==> config.mk <==
export PLATFORM = sky130hd
export DESIGN_NAME = ps2_rx_fifo
export DESIGN_NICKNAME = d
export VERILOG_FILES = /design/src/rtl/ps2_pkg.sv /design/src/rtl/ps2_fifo.sv /design/src/rtl/ps2_rx_fifo.sv
export SDC_FILE = /design/constraint.sdc
export NUM_CORES = 1
export LEC_CHECK = 0
export BUFFER_PORTS_ARGS = -buffer_cell sky130_fd_sc_hd__buf_2
export CORE_ASPECT_RATIO = 0.8
export CORE_MARGIN = 1.5
export CORE_UTILIZATION = 38
export DETAILED_ROUTE_END_ITERATION = 12
export GPL_TIMING_DRIVEN = 0
export PLACE_DENSITY = 0.53
export SLEW_MARGIN = 10
export SYNTH_ARGS = -nofsm -noshare
export SYNTH_HDL_FRONTEND = slang
export SYNTH_HIERARCHICAL = 1
export SYNTH_SLANG_ARGS = --single-unit
==> constraint.sdc <==
create_clock -name CLK -period 3.9 [get_ports CLK]
set_input_delay 0.78 -clock CLK [delete_from_list [all_inputs] [get_ports CLK]]
set_output_delay 0.78 -clock CLK [all_outputs]
set_load 0.02 [all_outputs]
==> src/rtl/ps2_pkg.sv <==
// Shared definitions for the PS/2 receiver: default parameters, FSM state
// encoding and a counter-width helper.
package ps2_pkg;

    localparam int DEF_DATA_W      = 8;
    localparam int DEF_FIFO_DEPTH  = 4;
    localparam int DEF_FILTER_LEN  = 4;
    localparam int DEF_TIMEOUT_CYC = 20000;

    typedef enum logic [1:0] {
        IDLE   = 2'd0,
        DATA   = 2'd1,
        PARITY = 2'd2,
        STOP   = 2'd3
    } rx_state_e;

    // Bits needed to hold values 0..max_val (at least one bit).
    function automatic int cnt_width(input int max_val);
        return (max_val < 2) ? 1 : $clog2(max_val + 1);
    endfunction

endpackage

==> src/rtl/ps2_fifo.sv <==
// Show-ahead FIFO for received frames. The head is visible on dout whenever
// the FIFO is non-empty and reads as 0 when empty. A push into a full FIFO
// is accepted only when a pop happens in the same cycle.
module ps2_fifo #(
    parameter int DATA_W     = 8,
    parameter int FIFO_DEPTH = 4
) (
    input  logic                        CLK,
    input  logic                        reset,
    input  logic                        push,
    input  logic                        pop,
    input  logic [DATA_W-1:0]           din,
    output logic [DATA_W-1:0]           dout,
    output logic                        full,
    output logic                        empty,
    output logic [$clog2(FIFO_DEPTH):0] count
);

    localparam int ADDR_W = $clog2(FIFO_DEPTH);

    // Pointers carry one extra wrap bit so full and empty are distinguishable.
    logic [ADDR_W:0]     r_wr_ptr;
    logic [ADDR_W:0]     r_rd_ptr;
    logic [DATA_W-1:0]   r_mem [FIFO_DEPTH];

    logic                w_pop_ok;
    logic                w_push_ok;

    assign count     = r_wr_ptr - r_rd_ptr;
    assign empty     = (count == '0);
    assign full      = (count == (ADDR_W + 1)'(FIFO_DEPTH));
    assign w_pop_ok  = pop && !empty;
    assign w_push_ok = push && (!full || w_pop_ok);
    assign dout      = empty ? '0 : r_mem[r_rd_ptr[ADDR_W-1:0]];

    // Pointer update; both pointers may move in the same cycle.
    // NOTE: sequential state uses non-blocking (<=) so every flop samples the
    // pre-edge values regardless of statement order.
    always_ff @(posedge CLK or posedge reset) begin
        if (reset) begin
            r_wr_ptr <= '0;
            r_rd_ptr <= '0;
        end else begin
            if (w_push_ok) r_wr_ptr <= r_wr_ptr + 1'b1;
            if (w_pop_ok)  r_rd_ptr <= r_rd_ptr + 1'b1;
        end
    end

    // Storage write.
    // NOTE: the array has no reset; stale entries are never visible because
    // dout is forced to 0 while empty, and a reset-free array maps to RAM.
    always_ff @(posedge CLK) begin
        if (w_push_ok) r_mem[r_wr_ptr[ADDR_W-1:0]] <= din;
    end

endmodule

==> src/rtl/ps2_rx_fifo.sv <==
// PS/2 device-to-host receiver: synchronises and deglitches the PS/2 lines,
// decodes 11-bit frames (start, LSB-first data, odd parity, stop), buffers
// good bytes in a show-ahead FIFO and flags errors with one-cycle pulses.
module ps2_rx_fifo
    import ps2_pkg::*;
#(
    parameter int DATA_W      = DEF_DATA_W,
    parameter int FIFO_DEPTH  = DEF_FIFO_DEPTH,
    parameter int FILTER_LEN  = DEF_FILTER_LEN,
    parameter int TIMEOUT_CYC = DEF_TIMEOUT_CYC
) (
    input  logic                        CLK,
    input  logic                        reset,
    input  logic                        en,
    input  logic                        ps2_clk,
    input  logic                        ps2_data,
    input  logic                        rd,
    output logic                        rdy,
    output logic [DATA_W-1:0]           Q,
    output logic [$clog2(FIFO_DEPTH):0] count,
    output logic                        par_err,
    output logic                        frm_err,
    output logic                        ovf_err,
    output logic                        to_err
);

    localparam int BIT_W = cnt_width(DATA_W - 1);
    localparam int FLT_W = cnt_width(FILTER_LEN - 1);
    localparam int TO_W  = cnt_width(TIMEOUT_CYC - 1);

    // Synchronisers and glitch filter.
    logic               r_clk_s1, r_clk_s2;
    logic               r_dat_s1, r_dat_s2;
    logic               r_fclk;
    logic [FLT_W-1:0]   r_flt_cnt;
    logic               w_flt_change;
    logic               w_sample;

    // Frame decoder state.
    rx_state_e          r_state,   w_state_nxt;
    logic [BIT_W-1:0]   r_bit_cnt, w_bit_nxt;
    logic [DATA_W-1:0]  r_shift,   w_shift_nxt;
    logic               r_par,     w_par_nxt;
    logic [TO_W-1:0]    r_to_cnt,  w_to_nxt;
    logic               w_push;
    logic               w_par_err;
    logic               w_frm_err;
    logic               w_to_err;

    // Error pulse registers and FIFO status.
    logic               r_par_err, r_frm_err, r_ovf_err, r_to_err;
    logic               w_full;
    logic               w_empty;
    logic               w_ovf;

    // Two-flop synchronisers; idle-high lines reset to 1.
    always_ff @(posedge CLK or posedge reset) begin
        if (reset) begin
            r_clk_s1 <= 1'b1;
            r_clk_s2 <= 1'b1;
            r_dat_s1 <= 1'b1;
            r_dat_s2 <= 1'b1;
        end else begin
            r_clk_s1 <= ps2_clk;
            r_clk_s2 <= r_clk_s1;
            r_dat_s1 <= ps2_data;
            r_dat_s2 <= r_dat_s1;
        end
    end

    // The filtered clock flips on the FILTER_LEN-th consecutive differing sample.
    assign w_flt_change = (r_clk_s2 != r_fclk) && (r_flt_cnt == FLT_W'(FILTER_LEN - 1));
    assign w_sample     = w_flt_change && r_fclk;

    // Glitch filter: count consecutive samples that disagree with r_fclk.
    always_ff @(posedge CLK or posedge reset) begin
        if (reset) begin
            r_fclk    <= 1'b1;
            r_flt_cnt <= '0;
        end else if (w_flt_change) begin
            r_fclk    <= r_clk_s2;
            r_flt_cnt <= '0;
        end else if (r_clk_s2 != r_fclk) begin
            r_flt_cnt <= r_flt_cnt + 1'b1;
        end else begin
            r_flt_cnt <= '0;
        end
    end

    // Decoder state register.
    always_ff @(posedge CLK or posedge reset) begin
        if (reset) begin
            r_state   <= IDLE;
            r_bit_cnt <= '0;
            r_shift   <= '0;
            r_par     <= 1'b0;
            r_to_cnt  <= '0;
        end else begin
            r_state   <= w_state_nxt;
            r_bit_cnt <= w_bit_nxt;
            r_shift   <= w_shift_nxt;
            r_par     <= w_par_nxt;
            r_to_cnt  <= w_to_nxt;
        end
    end

    // Decoder next state, push request and error strobes.
    // NOTE: every output of this block gets a default first so no path can
    // leave a signal unassigned and infer a latch.
    always_comb begin
        w_state_nxt = r_state;
        w_bit_nxt   = r_bit_cnt;
        w_shift_nxt = r_shift;
        w_par_nxt   = r_par;
        w_to_nxt    = r_to_cnt;
        w_push      = 1'b0;
        w_par_err   = 1'b0;
        w_frm_err   = 1'b0;
        w_to_err    = 1'b0;

        if (!en) begin
            w_state_nxt = IDLE;
            w_bit_nxt   = '0;
            w_to_nxt    = '0;
        end else begin
            case (r_state)
                IDLE: begin
                    w_to_nxt = '0;
                    if (w_sample && !r_dat_s2) begin
                        w_state_nxt = DATA;
                        w_bit_nxt   = '0;
                        w_shift_nxt = '0;
                        w_par_nxt   = 1'b0;
                    end
                end
                DATA: begin
                    if (w_sample) begin
                        w_shift_nxt = {r_dat_s2, r_shift[DATA_W-1:1]};
                        w_par_nxt   = r_par ^ r_dat_s2;
                        if (r_bit_cnt == BIT_W'(DATA_W - 1)) begin
                            w_state_nxt = PARITY;
                        end else begin
                            w_bit_nxt = r_bit_cnt + 1'b1;
                        end
                    end
                end
                PARITY: begin
                    if (w_sample) begin
                        w_par_nxt   = r_par ^ r_dat_s2;
                        w_state_nxt = STOP;
                    end
                end
                STOP: begin
                    if (w_sample) begin
                        w_state_nxt = IDLE;
                        // r_par holds the XOR of data and parity bits: 1 means odd.
                        if (!r_par) begin
                            w_par_err = 1'b1;
                        end else if (!r_dat_s2) begin
                            w_frm_err = 1'b1;
                        end else begin
                            w_push = 1'b1;
                        end
                    end
                end
                default: w_state_nxt = IDLE;
            endcase

            // Abandon a partial frame when ps2_clk stops falling for too long.
            if (r_state != IDLE) begin
                if (w_sample) begin
                    w_to_nxt = '0;
                end else if (r_to_cnt == TO_W'(TIMEOUT_CYC - 1)) begin
                    w_to_nxt    = '0;
                    w_state_nxt = IDLE;
                    w_bit_nxt   = '0;
                    w_to_err    = 1'b1;
                end else begin
                    w_to_nxt = r_to_cnt + 1'b1;
                end
            end
        end
    end

    // A good frame is lost only when the FIFO is full and nothing pops this cycle.
    assign w_ovf = w_push && w_full && !rd;

    // Register the error strobes into clean one-cycle output pulses.
    always_ff @(posedge CLK or posedge reset) begin
        if (reset) begin
            r_par_err <= 1'b0;
            r_frm_err <= 1'b0;
            r_ovf_err <= 1'b0;
            r_to_err  <= 1'b0;
        end else begin
            r_par_err <= w_par_err;
            r_frm_err <= w_frm_err;
            r_ovf_err <= w_ovf;
            r_to_err  <= w_to_err;
        end
    end

    ps2_fifo #(
        .DATA_W     (DATA_W),
        .FIFO_DEPTH (FIFO_DEPTH)
    ) u_fifo (
        .CLK   (CLK),
        .reset (reset),
        .push  (w_push),
        .pop   (rd),
        .din   (r_shift),
        .dout  (Q),
        .full  (w_full),
        .empty (w_empty),
        .count (count)
    );

    assign rdy     = !w_empty;
    assign par_err = r_par_err;
    assign frm_err = r_frm_err;
    assign ovf_err = r_ovf_err;
    assign to_err  = r_to_err;

endmodule

==> results.md <==
Run status:
- The flow ran to the end, and the final reports show no timing, DRC or antenna violations.

Global routing:
- Global routing finished with a remaining overflow of 0.
- The initial antenna violation count came to 0.
- The total global-route track usage is 14.2%.
- Entering global routing, the biggest net connects 22 pins.
- The first global-routing pass estimated approximately 11 mm of wire.
- The via count of the first global-routing pass is 2223.

Floorplan:
- The die boundary height is 91.3 µm.
- The chip width is roughly 110 µm.
- The area of the core region is 9570 µm².
- For this design the top-level I/O count stands at 22.
- The effective utilization at floorplan is 38.7%.
- The area of the die is 10400 µm².
- The initialized floorplan defines 32 standard-cell rows.

Synth:
- The Yosys step of the flow raised 6 warnings.
- The top flip-flop cell by instance count after synthesis is dfrtp_1.
- Synthesis inferred 78 register bits.
- The net count of the mapped netlist is 312.
- Ranked by total cell area, the synthesized netlist is headed by dfrtp_1 28%, edfxtp_1 26%, ha_1 5.1%.
- The fraction of synthesized area in multiplexers is around 6.2%.
- In the synthesized netlist the async set-or-reset flop fraction comes to a little under 60%.
- The fraction of the mapped netlist area in simple logic gates is 17.3%.
- The synthesized design spends more area on one cell type than any other, namely dfrtp_1.
- The mapped netlist covers 3710 µm².
- The synthesized netlist devotes 5.77% of its cell area to compound gates.
- Of the total synthesized cell area, the portion taken by XOR and XNOR cells is 4.69%.
- The fraction of the yosys area taken by sequential cells is 57.1%.
- The cell count after synthesis came out at 290.
- The top cell type by area accounts for 27.7% of the synthesized area.
- Yosys mapped the design onto 57 distinct sky130hd cell types.
- Averaged over all synthesized cells, the footprint is 12.8 µm².
- In this run, synthesis inferred 32 flip-flops with an integrated enable.
- The fraction of the mapped netlist area in adder cells is 5.60%.
- By area, the combinational part of the netlist is dominated by simple AND/OR/NAND/NOR gates.

STA:
- The final-layout setup total negative slack is 0 ns.
- The largest clock skew in the final design is 0.00674 ns.
- The transition time at the pin with the least slew margin is about 0.94 ns.
- Timing would allow up to 0.309 GHz.
- Setup violations remaining at the end of the flow were counted as 0.
- The number of failing hold endpoints at the final stage is 0.
- Setup repair after global routing left no endpoint under its margin.
- The final clock period utilization by the worst path is 82.9%.
- The final count of pins violating max slew was 0.
- The smallest clock period supported by the final layout is computed as around 3.2 ns.
- Headroom to the max-slew limit came out at between 30 and 40%.

Placed design:
- The placement-stage cell area is 3990 µm².
- The number of buffers inserted by port buffering is 21.
- The routability congestion estimate is around 0.76.
- Once detailed placement completed, the half-perimeter wirelength came to 4.54 mm.
- The number of instances in the placed design is about 430.

Route:
- For this run, design rule violations remaining after detail routing come to 0.
- Detailed routing inserted a total of 2199 vias.
- For this block, the routed nets add up to 6.44 mm of wire.
- The first detailed-routing pass took 4 iterations.
- The first-iteration detailed-routing DRC count is between 100 and 150.
- After detailed routing, the average wire length per cell comes to 14.4 µm.
- The remaining number of nets flagged by the antenna check after routing is 0.
- The mean number of vias per cell is 4.92.

Worst setup path:
- STA classifies the critical path startpoint as a flop.
- The kind of critical path is reg2out.
- Data on the critical path is required at its endpoint by 3.12 ns.
- Traced cell by cell, the critical path runs through inv_1 > ha_1 > fa_1 > xor3_2 > nor2_2 > nor2b_1 > buf_2.
- The largest stage delay on the critical path is 0.44 ns.
- The number of buffers and inverters on the critical path is 2.
- The peak fanout along the critical path is 9.
- The arrival time of data at the critical path endpoint is 2.45 ns.
- The worst-path cell with the longest stage delay is fa_1.
- The kind of cell adding the most delay to the critical path is adder cells.
- The critical path endpoint category is an output port.

Finish:
- The post-route netlist has between 20% and 30% of its cells at a drive strength greater than 1.
- After routing the design area is 4290 µm².
- Leaving out filler cells and counting taps, the final layout contains approximately 450.
- 0 antenna diodes ended up in the layout.
- Relative to the synthesized area, the layout overhead comes to 15.6%.
- The final layout net count is 345.

Clock tree:
- The total of hold buffers inserted after clock tree synthesis is 0.
- The total number of H-tree levels is 3.
- The insertion delay to the later sink of the worst-skew pair is 0.33 ns.
- The number of setup buffers added after CTS is 0.
- The tree is rooted in a clkbuf_16.
- The clock tree from TritonCTS is yes.
- The clock-pin slew on the worst setup and hold paths is ~0.06 ns.
- No sink is reached through more buffers than the 2 on the longest clock path.
- The count of clock tree sinks is a little under 80.
- Buffers inserted during clock tree synthesis total 9.
- The number of instances resized during post-cts repair is 0.

Flow run:
- Max-cap violations in this run came to 0.

Pwr:
- The power density of the placed cells is slightly below 600 nW/µm².
- The maximum VDD drop is 0.274 mV.
- The leakage dissipation is 0.00173 µW.

Hold path:
- The worst hold path class is reg2reg.
## metal layers
layer | share of wire [%] | global-route usage, %
met1 | 51 | 19.2
met2 | 44 | 20.9
met3 | 4.1 | 5.41
met4 | 1.2 | 5.31
met5 | 0 | 0
## layout by cell type (no fill, tap or decap), types with 3 or more instances in the layout
cell type   n
a21oi_1     4
and2_1      6
and3_1      5
and3b_1     4
buf_2      24
clkbuf_16   9
dfrtp_1    41
dfstp_2     5
edfxtp_1   32
ha_1       15
inv_1      19
mux4_2      8
nand2_1    16
nand3_1    16
nand4_1     5
nor2_1     22
nor2b_1    10
nor3_1      4
nor3b_1     3
o21ai_0    13
xnor2_1    11
xor2_1      6
## final cells by class
class                           instances  area [µm²]
Multi-Input combinational cell        184        1470
Inverter                               20        75.1
Timing Repair Buffer                   22         133
Fill cell                             883        5280
Clock inverter                          6        68.8
Tap cell                              119         149
Sequential cell                        78        2120
Clock buffer                           10         229
Buffer                                  8        46.3
## metrics by stage
step	setup WS [ns]	util, %	hold WS [ns]	power, µW
final	0.667	44.8	0.356	2510
after global routing	0.475	44.8	0.362	2660
after CTS	0.620	44.8	0.358	2550
after detailed placement	0.992	41.7	0.348	1710
after global placement	1.03	41.4	0.346	1690
after floorplan	1.21	-	0.345	1520
## worst register-to-register path: cells and delay by family (launching register included)
kind	cells	cell delay, ns
adder cells (fa/ha/maj)	2	0.67
flip-flops	1	0.39
AO/OA/AOI/OAI	1	0.78
buffers and inverters	1	0.12
XOR/XNOR	1	0.34
## sequential cells by signal, summed over array words and instances, names as in the netlist, 2 cells and up
signal,count
r_bit_cnt,3
r_flt_cnt,2
r_shift,8
r_state,2
r_to_cnt,15
u_fifo/r_mem,32
u_fifo/r_rd_ptr,3
u_fifo/r_wr_ptr,3
## kinds of logic (layout without fill, tap and decap cells)
group | after synthesis | count (layout)
flops | 78 | 78
simple gates | 108 | 108
xor+xnor | 18 | 18
compound gates | 30 | 30
fa+ha+maj | 16 | 16
buf+inv | 28 | 66
mux | 12 | 12
## worst paths after layout
check / startpoint / to / slack [ns] / depth (start not counted)
max in group asynchronous: reset / r_bit_cnt[2] / 2.98 / 3
min in group asynchronous: reset / u_fifo/r_wr_ptr[2] / 0.39 / 2
hold reg to reg: r_clk_s1 / r_clk_s2 / 0.36 / 0
setup reg to reg: u_fifo/r_wr_ptr[0] / u_fifo/r_mem[3][0] / 1.22 / 5
setup / recovery: u_fifo/r_wr_ptr[0] / Q[4] / 0.67 / 7
hold / removal: r_clk_s1 / r_clk_s2 / 0.36 / 0
## power breakdown
group / switching, µW / internal [µW] / total, µW
combinational: 341 / 274 / 615
clock: 330 / 500 / 830
sequential: 90.4 / 973 / 1060
## cells in the mapped netlist (2+ instances only)
| master | number |
|---|---|
| and3_1 | 5 |
| nor2b_1 | 10 |
| xor2_1 | 6 |
| nand3b_1 | 2 |
| nor3b_1 | 3 |
| nand2_1 | 16 |
| mux2_4 | 2 |
| dfrtp_1 | 41 |
| nand4_1 | 5 |
| o311ai_0 | 2 |
| nor4_1 | 2 |
| buf_2 | 3 |
| dfstp_2 | 5 |
| a21oi_1 | 4 |
| nor2_1 | 22 |
| xnor2_1 | 11 |
| nand3_1 | 16 |
| and3b_1 | 4 |
| o21ai_0 | 13 |
| and2_1 | 6 |
| or3_1 | 2 |
| mux4_2 | 8 |
| ha_1 | 15 |
| inv_1 | 20 |
| edfxtp_1 | 32 |
| nor3_1 | 4 |
Note: power is estimated with default switching activity, not from simulation.
